## src/rtl/gray_counter.sv

```systemverilog
// gray_counter
//   Up/down counter that registers both the binary count and its
//   reflected-binary Gray code, so either form is glitch-free every cycle.
//   Supports synchronous load of a binary or Gray start value and a choice
//   of wrap-around or saturation at the count limits.
//
// Parameters
//   len   counter width in bits (>= 2)
//   WRAP  1: wrap modulo 2^len, 0: saturate at 0 and 2^len-1
//
// Ports
//   CLK        in   rising-edge clock
//   RST_N      in   synchronous active-low reset
//   EN         in   count enable, one step per cycle
//   UP         in   1 = increment, 0 = decrement
//   LOAD       in   synchronous load strobe (beats EN)
//   LOAD_GRAY  in   1 = LOAD_VAL is Gray coded, 0 = binary
//   LOAD_VAL   in   value to load [len]
//   BIN        out  registered binary count [len]
//   GRAY       out  registered Gray code of BIN [len]
//   TC         out  registered terminal-count pulse
module gray_counter #(
  parameter int len  = 4,
  parameter bit WRAP = 1'b1
) (
  input  logic           CLK,
  input  logic           RST_N,
  input  logic           EN,
  input  logic           UP,
  input  logic           LOAD,
  input  logic           LOAD_GRAY,
  input  logic [len-1:0] LOAD_VAL,
  output logic [len-1:0] BIN,
  output logic [len-1:0] GRAY,
  output logic           TC
);

  localparam logic [len-1:0] ONE = len'(1);
  localparam logic [len-1:0] MAX = {len{1'b1}};

  function automatic logic [len-1:0] f_gray(input logic [len-1:0] x);
    return x ^ (x >> 1);
  endfunction

  // Each binary bit is the XOR of all Gray bits at and above it.
  function automatic logic [len-1:0] f_gray2bin(input logic [len-1:0] g);
    logic [len-1:0] b;
    b = '0;
    b[len-1] = g[len-1];
    for (int i = len - 2; i >= 0; i--) begin
      b[i] = b[i+1] ^ g[i];
    end
    return b;
  endfunction

  logic [len-1:0] r_bin;
  logic [len-1:0] r_gray;
  logic           r_tc;

  logic [len-1:0] w_bin_nxt;
  logic           w_tc_nxt;
  logic           w_at_max;
  logic           w_at_min;

  assign w_at_max = (r_bin == MAX);
  assign w_at_min = (r_bin == '0);

  always_comb begin
    w_bin_nxt = r_bin;
    w_tc_nxt  = 1'b0;
    if (LOAD) begin
      w_bin_nxt = LOAD_GRAY ? f_gray2bin(LOAD_VAL) : LOAD_VAL;
    end else if (EN) begin
      if (UP) begin
        if (w_at_max) begin
          w_tc_nxt  = 1'b1;
          w_bin_nxt = WRAP ? '0 : MAX;
        end else begin
          w_bin_nxt = r_bin + ONE;
        end
      end else begin
        if (w_at_min) begin
          w_tc_nxt  = 1'b1;
          w_bin_nxt = WRAP ? MAX : '0;
        end else begin
          w_bin_nxt = r_bin - ONE;
        end
      end
    end
  end

  // Register stage: Gray is derived from the next binary value so both
  // outputs update on the same edge and stay consistent.
  always_ff @(posedge CLK) begin
    if (!RST_N) begin
      r_bin  <= '0;
      r_gray <= '0;
      r_tc   <= 1'b0;
    end else begin
      r_bin  <= w_bin_nxt;
      r_gray <= f_gray(w_bin_nxt);
      r_tc   <= w_tc_nxt;
    end
  end

  assign BIN  = r_bin;
  assign GRAY = r_gray;
  assign TC   = r_tc;

endmodule

```

## config.mk

```make
export PLATFORM = sky130hd
export DESIGN_NAME = gray_counter
export DESIGN_NICKNAME = d
export VERILOG_FILES = /design/src/rtl/gray_counter.sv
export SDC_FILE = /design/constraint.sdc
export NUM_CORES = 1
export LEC_CHECK = 0
export BUFFER_PORTS_ARGS = -buffer_cell sky130_fd_sc_hd__buf_4
export CORE_AREA = 2 2 39 41
export CTS_CLUSTER_SIZE = 25
export DETAILED_ROUTE_END_ITERATION = 8
export DIE_AREA = 0 0 41 43
export GPL_TIMING_DRIVEN = 0
export HOLD_SLACK_MARGIN = 0.1
export PLACE_DENSITY_LB_ADDON = 0.05
export REMOVE_ABC_BUFFERS = 1
export SLEW_MARGIN = 5
export SYNTH_ARGS = -nofsm -noshare
export SYNTH_HDL_FRONTEND = slang
export SYNTH_SLANG_ARGS = --single-unit
```

## constraint.sdc

```tcl
create_clock -name CLK -period 4.1 [get_ports CLK]
set_clock_uncertainty 0.15 [all_clocks]
set_input_delay 0.41 -clock CLK [delete_from_list [all_inputs] [get_ports CLK]]
set_output_delay 0.41 -clock CLK [all_outputs]
set_load 0.005 [all_outputs]
```

==> results of run 1 <==
==> how the worst min path moves through the flow <==
stage	from	end	slack [ns]	cells past startpoint
after floorplan	RST_N	BIN[0]	0.38	1
after global placement	RST_N	BIN[0]	0.48	2
after detailed placement	RST_N	BIN[0]	0.49	2
after CTS	RST_N	BIN[0]	0.22	2
after global routing	RST_N	BIN[0]	0.24	2
final	RST_N	BIN[0]	0.23	2
==> worst max-delay path, delay by kind of cell (launching register included) <==
| family | cells | cell delay, ns |
|---|---|---|
| fa+ha+maj | 1 | 0.23 |
| compound gates | 4 | 0.81 |
| mux | 1 | 0.33 |
| buf+inv | 1 | 0.09 |
| flops | 1 | 0.50 |
==> cells by family after synthesis <==
| family | count (synthesis) |
|---|---|
| simple gates | 22 |
| compound gates | 18 |
| buf+inv | 9 |
| flops | 8 |
| xor+xnor | 4 |
| mux | 4 |
| fa+ha+maj | 2 |
==> routing by layer <==
layer,track usage [%],share of wire (%),vias to the layer above
met5,0,0,-
met4,4.00,0,0
met3,7.85,6.7,0
met2,22.8,47,17
met1,20.2,46,231
li1,-,-,278
==> state kept, by name, indices dropped and copies added, names as in the netlist <==
register	cells
TC	1
GRAY	3
BIN	4
==> layout by cell type (no fill, tap or decap), types with 2 or more instances in the layout <==
| cell | count |
|---|---|
| nor2_1 | 6 |
| xnor2_1 | 4 |
| nand2b_1 | 2 |
| ha_1 | 2 |
| clkbuf_4 | 3 |
| o21ai_0 | 2 |
| a211oi_1 | 4 |
| buf_4 | 18 |
| a31oi_1 | 2 |
| dfxtp_1 | 8 |
| and2_1 | 2 |
| nand3_1 | 4 |
| inv_1 | 5 |
| a21oi_1 | 2 |
==> where the power goes <==
group          leakage (nW)  switching [mW]  internal [mW]
Sequential           0.0663         0.00881         0.0859
Clock                0.0138          0.0250         0.0334
Combinational         0.235          0.0290         0.0394
Total                 0.316          0.0629          0.159
==> layout make-up <==
| cell class | count | area, sq um |
|---|---|---|
| multi-input combinational | 50 | 355 |
| fill | 154 | 668 |
| clock buffer | 3 | 22.5 |
| tap | 16 | 20.0 |
| timing repair buffer | 18 | 135 |
| inverter | 6 | 22.5 |
| sequential | 8 | 160 |
==> stage by stage <==
step | utilization (%) | total power [mW] | hold WS, ns
floorplan | - | 0.135 | 0.382
finish | 51.7 | 0.222 | 0.230
detailed placement | 50.1 | 0.165 | 0.486
global route | 51.7 | 0.239 | 0.238
global placement | 50.1 | 0.165 | 0.480
CTS | 51.7 | 0.226 | 0.223
==> cell usage after synthesis, drive strengths merged (2+ instances only) <==
cell type  instances  area, sq um
nor2               6         22.5
ha                 2         25.0
xnor2              4         35.0
inv                6         22.5
nand3              4         20.0
buf                2         12.5
dfxtp              8          160
and2               2         12.5
a31oi              2         12.5
a211oi             4         30.0
a21oi              2         10.0
mux2               3         37.5
o21ai              2         10.0
nand2b             2         12.5
==> metrics.csv, run 1 <==
stage;metric;value;unit
floorplanning;rows;14;
critical_path;crit_end;GRAY[2];
grt;grt_max_degree;11;
clock_tree;clk_pin_slew;0.05;ns
critical_path;crit_required;4.09;ns
finish;n_antenna_cell;0;
synth;synth_top_family_by_area;compound AO/OA/AOI/OAI gates;
finish;finish.instance_area;716;sq um
synth;yosys_warnings;0;
critical_path;rr_endpoint;GRAY[2];
synth;yosysSeqAreaShare;28.9;%
critical_path;reg2regPathDepth;7;
clock_tree;htree_num_levels;1;
sta;finalHoldViolCount;0;
critical_path;start_kind;flop;
grt;antenna_found_initial;0;
grt;grt_pass1_wl;1880;um
critical_path;critical_path_class;reg -> reg;
sta;setup_viol;0;
clock_tree;clock_latency;0.25;ns
power;power_density;310;mW/mm^2
placed_design;dp_hpwl;862;um
synth;synth_xor_area_share;6.32;%
clock_tree;cts-root-buf;clkbuf_4;
clock_tree;cts_setup_buffers;0;
worst_hold_path;hold_path_class;in -> reg;
critical_path;cp_max_fo;9;
synth;synth_cell_types;36;
critical_path;cpMaxStageDelayCell;dfxtp_1;
routing;dr.pass1.iters;4;
sta;worst_slew_pin_slew;0.392;ns
critical_path;crit_start;BIN[0];
floorplanning;chipWidth;41;um
synth;synth_edf_count;0;
outcome;status;completed;
routing;wl_per_cell;10.7;um
finish;syn2layout_area_growth;29.1;%
clock_tree;cts_sinks;8;
clock_tree;cts_tree;done;
routing;drt-vias-per-instance;5.21;
routing;dr.first_iter.drc_count;7;
finish;instances_no_fill;101;
clock_tree;cts_buffer_depth;2;
clock_tree;ctsResizeCount;0;
floorplanning;io_pins;19;
synth;async_reset_ff_share;0;%
sta;fin_setup_tns;0;ns
synth;synth_flop_cell;dfxtp_1;
finish;num-nets-final;99;
placed_design;postPlaceCellArea;693;sq um
synth;avgSynthCellArea;8.27;sq um
synth;synthMuxAreaShare;8.58;%
critical_path;cpMostUsedCell;a211oi_1;
grt;grtUsageTotal;15.7;%
floorplanning;start_util;40.1;%
synth;ys_seq_elements;8;
routing;drc;0;
synth;netlist_instances;67;
synth;synth_compound_area_share;23.3;%
placed_design;pre_cts_ws;1.85;ns
critical_path;worstSetupEndpointType;flop;
grt;grt.overflow.total;0;
placed_design;place.port_buffers;18;
synth;synth_simple_gate_area_share;21.4;%
routing;drt_wl_total;1080;um
synth;syn_area;554;sq um
power;leakage;0.316;nW
critical_path;critPathMaxStageDelay;0.50;ns
sta;fin_crit_sh;54.4;%
sta;fin_ws;1.87;ns
sta;slew_headroom;73.7;%
placed_design;dp_cells;98;
sta;rsz0062_at_grt;false;
finish;drive_above_1_share;28.2;%
job;cap_violations;0;
critical_path;r2r_slack;1.87;ns
clock_tree;numCtsBuffers;3;
sta;final_max_slew_viol_count;0;
clock_tree;ctsHoldBuffers;0;
floorplanning;fp.dieH;43;um
placed_design;globalplace.congestion;0.713;
critical_path;r2r_start;BIN[0];
sta;finalCriticalPeriod;2.23;ns
critical_path;worstPathArrival;2.22;ns
grt;grt_pass1_vias;440;
synth;synthAdderAreaFrac;4.51;%
floorplanning;core-area;0.00138;sq mm
routing;drtAntennaViolNets;0;
power;vdd_drop_max;0.223;mV
critical_path;crit_path_cell_trace;inv_1 -> ha_1 -> o21bai_1 -> a211oi_1 -> a311oi_1 -> a211oi_1 -> mux2_4;
floorplanning;dieArea;0.00176;sq mm
sta;max_freq;449;MHz
routing;vias;526;
Power figures use the tool's default switching activity.
==> inputs of run 2 (changes only) <==
==> constraint.sdc (replaced) <==
create_clock -name CLK -period 2.3 [get_ports CLK]
set_clock_uncertainty 0.15 [all_clocks]
set_input_delay 0.23 -clock CLK [delete_from_list [all_inputs] [get_ports CLK]]
set_output_delay 0.23 -clock CLK [all_outputs]
set_load 0.005 [all_outputs]
==> run 2 against run 1 <==
Sequential share of layout area is 0.19 points lower. Final cell count is 0.99% higher. Non-clock buffer count is 1 higher. Routed wire length is 1.6% higher. Critical path depth stayed put. Worst setup slack worse by 1.7 ns. Global-route usage is 0.20 points higher. First-iteration DRC count stayed put. Clock power is 78% higher. Register-to-register slack worse by 1.7 ns. Total power is 80% higher. Sequential power is 79% higher. Critical endpoint is now GRAY[0]. Largest power group unchanged.
==> metrics.csv, run 2 (synthesized netlist as in run 1, its figures left out) <==
stage;metric;value;unit;change
critical_path;critical_path_class;reg -> reg;;
floorplanning;fp.dieH;43;um;unchanged
placed_design;dp_hpwl;862;um;unchanged
floorplanning;dieArea;0.00176;sq mm;unchanged
clock_tree;clock_latency;0.25;ns;about the same
floorplanning;start_util;40.1;%;unchanged
clock_tree;cts_tree;done;;
finish;syn2layout_area_growth;32.3;%;
power;power_density;544;mW/mm^2;+76%
sta;setup_viol;0;;unchanged
critical_path;reg2regPathDepth;7;;unchanged
worst_hold_path;worstHoldPathCells;3;;+1
clock_tree;cts_sinks;8;;unchanged
routing;vias;534;;+1.5%
floorplanning;io_pins;19;;unchanged
critical_path;critPathMaxStageDelay;0.38;ns;-0.12 ns
sta;finalCriticalPeriod;2.14;ns;-0.0891 ns
clock_tree;clk_pin_slew;0.05;ns;about the same
routing;drt-vias-per-instance;5.24;;+0.53%
critical_path;crit_required;2.29;ns;-1.80 ns
critical_path;r2r_slack;0.16;ns;-1.71 ns
finish;drive_above_1_share;31.4;%;+3.2 points
placed_design;dp_cells;98;;unchanged
job;cap_violations;0;;unchanged
finish;num-nets-final;100;;+1.0%
routing;dr.pass1.iters;4;;unchanged
critical_path;worstSetupEndpointType;flop;;
critical_path;worst-path-stages;7;;unchanged
sta;slew_headroom;77.4;%;+3.7 points
routing;drtAntennaViolNets;0;;unchanged
floorplanning;chipWidth;41;um;unchanged
sta;worst_slew_pin_slew;0.337;ns;-0.0554 ns
sta;finalHoldViolCount;0;;unchanged
sta;rsz0062_at_grt;false;;
critical_path;cp_max_fo;9;;unchanged
critical_path;cpMaxStageDelayCell;or3b_1;;
placed_design;place.port_buffers;18;;unchanged
routing;wl_per_cell;10.8;um;+0.57%
finish;final_common_cell;buf_4;;
floorplanning;rows;14;;unchanged
clock_tree;cts_buffer_depth;2;;unchanged
critical_path;crit_family;compound AO/OA/AOI/OAI gates;;
critical_path;crit_buf_inv;1;;unchanged
clock_tree;htree_num_levels;1;;unchanged
finish;largest_register_ffs;4;;unchanged
grt;grt_pass1_wl;1920;um;+2.2%
finish;n_antenna_cell;0;;unchanged
floorplanning;core-area;0.00138;sq mm;unchanged
placed_design;globalplace.congestion;0.713;;unchanged
sta;max_freq;467;MHz;+4.2%
critical_path;start_kind;flop;;
grt;grt_pass1_vias;462;;+5.0%
critical_path;crit_path_cell_trace;inv_1 -> ha_1 -> or3b_1 -> a221oi_1 -> a211oi_1 -> a21oi_1 -> mux2_2;;
sta;fin_crit_sh;93.0;%;+39 points
routing;drc;0;;unchanged
worst_hold_path;hold_path_class;in -> reg;;
sta;fin_setup_tns;0;ns;unchanged
routing;dr.first_iter.drc_count;7;;unchanged
clock_tree;numCtsBuffers;3;;unchanged
clock_tree;cts-root-buf;clkbuf_4;;
finish;fillers;152;;-1.3%
finish;instances_no_fill;102;;+0.99%
outcome;status;completed;;
power;p_total;0.399;mW;+80%
power;leakage;0.321;nW;+1.9%
sta;final_max_slew_viol_count;0;;unchanged
routing;drt_wl_total;1100;um;+1.6%
grt;antenna_found_initial;0;;unchanged
finish;utilization;53.0;%;+1.3 points
critical_path;worstPathArrival;2.13;ns;-0.09 ns
finish;layout_common_cells;buf_4 (18), dfxtp_1 (6), nor2_1 (6);;
grt;grt.overflow.total;0;;unchanged
power;vdd_drop_max;0.398;mV;+79%
grt;grt_max_degree;11;;unchanged
grt;grtUsageTotal;15.9;%;+0.20 points
-- run 2: cell types whose count changed in the layout (fill, tap and decap cells not counted), sizes merged --
cell / before / now
dlygate4sd3: 0 / 1
-- run 2: worst paths after layout --
path	from	to
worst max register to register	BIN[0]	GRAY[0]
worst min-delay path	LOAD_VAL[3]	BIN[3]
worst min register to register	BIN[3]	TC
worst max-delay path	BIN[0]	GRAY[0]
-- run 2: worst register-to-register path: stages (launching register included) --
cell and delay, ns:
dfxtp_2 0.36, inv_1 0.08, ha_1 0.17, or3b_1 0.38, a221oi_1 0.25, a211oi_1 0.09
a21oi_1 0.19, mux2_2 0.35
-- run 2: what timing repair did --
action	in CTS	in global routing
setup buffers	0	0
endpoints found under the setup margin	0	2
gates resized for setup	0	3
endpoints found under the hold margin	2	0
hold buffers	1	0
-- run 2: final cells by class --
type	count	area [sq um]	share of cell area [%]
clock buffer	3	22.5	3.07
inverter	6	22.5	3.07
multi-input combinational	50	360	49.1
sequential	8	163	22.2
tap	16	20.0	2.73
timing repair buffer	19	145	19.8
-- run 2: report_power, final --
| part | leakage [nW] | switching, mW | internal (mW) |
|---|---|---|---|
| Clock | 0.0138 | 0.0449 | 0.0595 |
| Combinational | 0.241 | 0.0529 | 0.0721 |
| Sequential | 0.0668 | 0.0156 | 0.154 |
| Total | 0.321 | 0.113 | 0.286 |
-- run 2: per-stage QoR --
step	hold slack [ns]	instance area (sq um)	setup slack [ns]
after global routing	0.181	733	0.0141
after global placement	0.300	693	0.0238
after CTS	0.154	726	0.0371
after floorplan	0.202	538	0.271
after detailed placement	0.306	693	0.0510
final	0.140	733	0.160
-- run 2: routing by layer --
metal | routed length, um | track usage [%] | vias up
met5 | 0 | 0 | -
met4 | 0 | 4.00 | 0
met3 | 69 | 7.85 | 0
met2 | 529 | 24.1 | 15
met1 | 501 | 19.5 | 237
li1 | - | - | 282
